`src/rtl/seg7_to_hex.sv`:
```
// Seven-segment pattern receiver: synchronizes asynchronous segment levels,
// filters them for stability and decodes accepted patterns back to a hex digit.
module seg7_to_hex #(
   parameter int unsigned STABLE_CYCLES = 4
) (
   input  logic       clk,
   input  logic       rst_n,
   input  logic [6:0] seg_in,
   input  logic       dp_in,
   input  logic       clr_err,
   output logic [3:0] digit,
   output logic       dp_out,
   output logic       valid,
   output logic       blank,
   output logic       err,
   output logic       update,
   output logic [7:0] err_count
);

   localparam logic [7:0] CNT_LAST = 8'(STABLE_CYCLES - 1);

   // Held classification of the last accepted pattern; NONE only until the first acceptance.
   typedef enum logic [1:0] {
      CLS_NONE  = 2'd0,
      CLS_VALID = 2'd1,
      CLS_BLANK = 2'd2,
      CLS_ERR   = 2'd3
   } cls_e;

   logic [7:0] sync1_q, sync2_q;
   logic [7:0] cand_q, cand_d;
   logic [7:0] cnt_q, cnt_d;
   logic       acc_q, acc_d;
   cls_e       cls_q, cls_d;
   logic [3:0] digit_q, digit_d;
   logic       dp_q, dp_d;
   logic       update_q, update_d;
   logic [7:0] err_count_q, err_count_d;
   logic       accept;
   logic [4:0] dec;

   // Returns {hit, value}; hit=0 for any pattern outside the table (including all-off).
   function automatic logic [4:0] decode(input logic [6:0] seg);
      logic [4:0] r;
      r = 5'h00;
      case (seg)
         7'h3F: r = {1'b1, 4'h0};
         7'h06: r = {1'b1, 4'h1};
         7'h5B: r = {1'b1, 4'h2};
         7'h4F: r = {1'b1, 4'h3};
         7'h66: r = {1'b1, 4'h4};
         7'h6D: r = {1'b1, 4'h5};
         7'h7D: r = {1'b1, 4'h6};
         7'h07: r = {1'b1, 4'h7};
         7'h27: r = {1'b1, 4'h7};
         7'h7F: r = {1'b1, 4'h8};
         7'h6F: r = {1'b1, 4'h9};
         7'h67: r = {1'b1, 4'h9};
         7'h77: r = {1'b1, 4'hA};
         7'h7C: r = {1'b1, 4'hB};
         7'h39: r = {1'b1, 4'hC};
         7'h5E: r = {1'b1, 4'hD};
         7'h79: r = {1'b1, 4'hE};
         7'h71: r = {1'b1, 4'hF};
         default: r = 5'h00;
      endcase
      return r;
   endfunction

   always_ff @(posedge clk or negedge rst_n) begin
      if (!rst_n) begin
         sync1_q     <= 8'h00;
         sync2_q     <= 8'h00;
         cand_q      <= 8'h00;
         cnt_q       <= 8'h00;
         acc_q       <= 1'b0;
         cls_q       <= CLS_NONE;
         digit_q     <= 4'h0;
         dp_q        <= 1'b0;
         update_q    <= 1'b0;
         err_count_q <= 8'h00;
      end else begin
         sync1_q     <= {dp_in, seg_in};
         sync2_q     <= sync1_q;
         cand_q      <= cand_d;
         cnt_q       <= cnt_d;
         acc_q       <= acc_d;
         cls_q       <= cls_d;
         digit_q     <= digit_d;
         dp_q        <= dp_d;
         update_q    <= update_d;
         err_count_q <= err_count_d;
      end
   end

   always_comb begin
      cand_d      = cand_q;
      cnt_d       = cnt_q;
      acc_d       = acc_q;
      cls_d       = cls_q;
      digit_d     = digit_q;
      dp_d        = dp_q;
      update_d    = 1'b0;
      err_count_d = err_count_q;
      accept      = 1'b0;
      dec         = decode(cand_q[6:0]);

      if (sync2_q != cand_q) begin
         cand_d = sync2_q;
         cnt_d  = 8'h00;
         acc_d  = 1'b0;
      end else if (!acc_q && (cnt_q == CNT_LAST)) begin
         accept = 1'b1;
         acc_d  = 1'b1;
      end else if (!acc_q) begin
         cnt_d = cnt_q + 8'd1;
      end

      if (accept) begin
         dp_d = cand_q[7];
         if (cand_q[6:0] == 7'h00) begin
            cls_d = CLS_BLANK;
         end else if (dec[4]) begin
            cls_d   = CLS_VALID;
            digit_d = dec[3:0];
         end else begin
            cls_d = CLS_ERR;
            if (err_count_q != 8'hFF) err_count_d = err_count_q + 8'd1;
         end
         update_d = (cls_d != cls_q) || (digit_d != digit_q) || (dp_d != dp_q);
      end

      if (clr_err) err_count_d = 8'h00;
   end

   assign digit     = digit_q;
   assign dp_out    = dp_q;
   assign valid     = (cls_q == CLS_VALID);
   assign blank     = (cls_q == CLS_BLANK);
   assign err       = (cls_q == CLS_ERR);
   assign update    = update_q;
   assign err_count = err_count_q;

endmodule
```
`config.mk`:
```
export PLATFORM = sky130hd
export DESIGN_NAME = seg7_to_hex
export DESIGN_NICKNAME = d
export VERILOG_FILES = /design/src/rtl/seg7_to_hex.sv
export SDC_FILE = /design/constraint.sdc
export NUM_CORES = 1
export LEC_CHECK = 0
export CAP_MARGIN = 5
export CELL_PAD_IN_SITES_DETAIL_PLACEMENT = 1
export CELL_PAD_IN_SITES_GLOBAL_PLACEMENT = 1
export CORE_UTILIZATION = 46
export CTS_CLUSTER_DIAMETER = 120
export CTS_CLUSTER_SIZE = 10
export DETAILED_ROUTE_END_ITERATION = 10
export GPL_TIMING_DRIVEN = 0
export HOLD_SLACK_MARGIN = 0.02
export PLACE_DENSITY_LB_ADDON = 0.3
export SYNTH_ARGS = -nofsm -noshare
export SYNTH_HDL_FRONTEND = slang
export SYNTH_SLANG_ARGS = --single-unit
```
`constraint.sdc`:
```
create_clock -name clk -period 5 [get_ports clk]
set_input_delay 1 -clock clk [delete_from_list [all_inputs] [get_ports clk]]
set_output_delay 1 -clock clk [all_outputs]
set_load 0.02 [all_outputs]
```
==> impl_metrics.toml <==
[status]
status = "completed"

[routing]
routed_wl_um = 4999
drcViolationCount = 0
num_vias = 1814
dr.pass1.iters = 4
via_per_inst = 5.447
wl_per_cell_um = 15.01
drt-initial-drc-count = 88
ant_nets = 0

[critical_path]
critPathMaxStageDelay_ns = 0.61
r2r_end = "err_count[6]"
critical-path-slowest-cell = "clkdlybuf4s50_1"
worst_setup_path_start_kind = "flip-flop"
worstPathMaxFanout = 4
critical_path_buf_inv_count = 2
cp_top_family = "buffers and inverters"
worstPathRequired_ns = 4.00
endpoint_kind = "output port"
rrSetupSlack_ns = 2.56
worstPathArrival_ns = 1.50
worstSetupPathType = "reg -> out"
reg2reg_depth = 8
rr_startpoint = "cand_q[4]"
crit_chain = "inv_1, nor2_1, clkdlybuf4s50_1"

[synth]
synth.avg_cell_area_sq_um = 10.19
yosys.area.top_type = "dfrtp_1"
syn_nets = 245
synth_seq_cells = 49
synth_flop_cell = "dfrtp_1"
synth_cell_types = 50
yosysMostFrequentCell = "dfrtp_1"
synthesis.area_sq_um = 2365
synth_top_area_frac = 0.5185
synth_edf_count = 0
async_reset_ff_frac = 1.000
synth.area.top_cells = "dfrtp_1, xor2_1, a21oi_1, nor2_1, o21ai_0"
ys_seq_area_frac = 0.5185
syn_inst = 232
yosysWarnings = 0
synth_common_cells = "dfrtp_1, nor2_1, a21oi_1, xor2_1, o21ai_0"

[floorplanning]
coreArea_sq_um = 4848
die_h_um = 73.70
die_area_sq_um = 5432
fp-row-count = 25
start_util = 0.4877
fp.dieW_um = 73.70
io_pins = 28

[sta]
finClkSkew_ns = 0.005860
drv_slew = 0
maxSlewHeadroom = 0.5650
clock.fmax_mhz = 400.2
rsz0062_at_grt = "false"
hold_viol = 0
tns_ns = 0
fin_hold_ws_ns = 0.3526
worstMarginPinSlew_ns = 0.6525
fin_crit_ns = 2.498
setup_viol = 0
fin_crit_sh = 0.4997

[clock_tree]
clock-sinks = 49
cts_made_buffers = 5
cts_tree = "done"
clock_path_buffers = 2
cts_root_buf = "clkbuf_8"
path_clk_slew_ns = 0.08
cts.repair.resized = 0
clk_latency_ns = 0.29
cts.htree.levels = 2
ctsHoldBuffers = 0
postCtsSetupBuffers = 0

[placed_design]
routabilityCongestion = 0.8176
io_buffers = 26
postPlaceCellArea_sq_um = 2724
dp.final_hpwl_um = 3634

[hold_path]
min_delay_worst_endpoint = "sync2_q[7]"
min_from = "sync1_q[7]"
hp-class = "reg -> reg"
hold_depth = 0

[cells_and_area]
fin_util = 0.5832
stdcell_area_sq_um = 2828
finalNetCount = 279
antennaDiodeCount = 0
drive_gt1_frac = 0.1015
area_delta_synth_final_pct = 19.58
fillCellCount = 546

[power]
p_leak_nw = 1.201
vdd_drop_max_v = 0.0002177
power.density_nw_per_um2 = 259.1
power_uw = 732.7

[global_route]
grt_pass1_vias = 1803
grt_overflow = 0
antenna_found_initial = 0
grt_pass1_wl_um = 8597
grt_usage = 0.2119
grt_max_degree = 39

[job]
cap_violations = 0
==> power by group <==
group          switching (mW)  internal [mW]  total, mW  leakage, nW
sequential            0.00628          0.406      0.412        0.629
clock                   0.123          0.145      0.268       0.0540
combinational          0.0303         0.0223     0.0526        0.518
==> per-stage QoR <==
stage / cells / setup WS, ns
2_1_floorplan: 232 / 2.802
3_3_place_gp: 325 / 1.481
3_5_place_dp: 326 / 2.581
4_1_cts: 333 / 2.479
5_1_grt: 333 / 2.379
6_report: 333 / 2.502
==> cells in the final DEF (no fill, tap or decap), types with 3 or more instances in the layout <==
master / synthesis / routed
nor2_1: 19 / 19
nand3_1: 11 / 11
and3_1: 6 / 6
a21oi_1: 16 / 16
xnor2_1: 3 / 3
clkbuf_1: 10 / 10
inv_1: 5 / 5
clkbuf_8: 0 / 5
dfrtp_1: 49 / 49
o21ai_0: 12 / 12
clkdlybuf4s50_1: 0 / 25
nand2_1: 10 / 10
nor4_1: 3 / 3
or4_1: 4 / 4
xor2_1: 16 / 16
o2111ai_1: 3 / 3
buf_2: 8 / 9
or3_1: 7 / 7
nand3b_1: 4 / 4
==> state kept, by name, indices dropped and copies added, names as in the netlist <==
signal / cells
sync1_q: 8
digit: 4
update: 1
cnt_q: 8
cls_q: 2
dp_out: 1
err_count: 8
cand_q: 8
acc_q: 1
sync2_q: 8
==> routing by layer <==
metal	track usage	routed length (um)	vias up
met1	0.2798	2383	893
met2	0.3476	2398	26
met3	0.04527	126	8
met4	0.06838	89	0
met5	0	0	-
li1	-	-	887
==> kinds of logic after synthesis <==
group / share of synthesized area
AND/OR/NAND/NOR: 0.2206
flip-flops: 0.5185
AO/OA/AOI/OAI: 0.1148
buffers and inverters: 0.04709
XOR/XNOR: 0.07037
multiplexers: 0.01799
adder cells (fa/ha/maj): 0.01058
==> layout make-up <==
class,instances,area (sq um),area share
Clock buffer,5,68.82,0.02434
Multi-Input combinational cell,158,1027,0.3633
Buffer,20,92.59,0.03274
Tap cell,67,83.83,0.02965
Sequential cell,49,1226,0.4336
Clock inverter,2,35.03,0.01239
Timing Repair Buffer,27,275.3,0.09735
Inverter,5,18.77,0.006637
==> worst max-delay path by stage <==
stage | slack, ns | cells after the start | end | start
after floorplan | 2.80 | 7 | digit[0] | cand_q[3]
after global placement | 1.48 | 1 | err_count[0] | rst_n
after detailed placement | 2.58 | 8 | err_count[6] | cand_q[4]
after CTS | 2.48 | 3 | blank | cls_q[1]
after global routing | 2.38 | 8 | err_count[6] | cand_q[0]
final | 2.50 | 3 | blank | cls_q[1]
No activity file was read; power rests on OpenSTA's default activity.
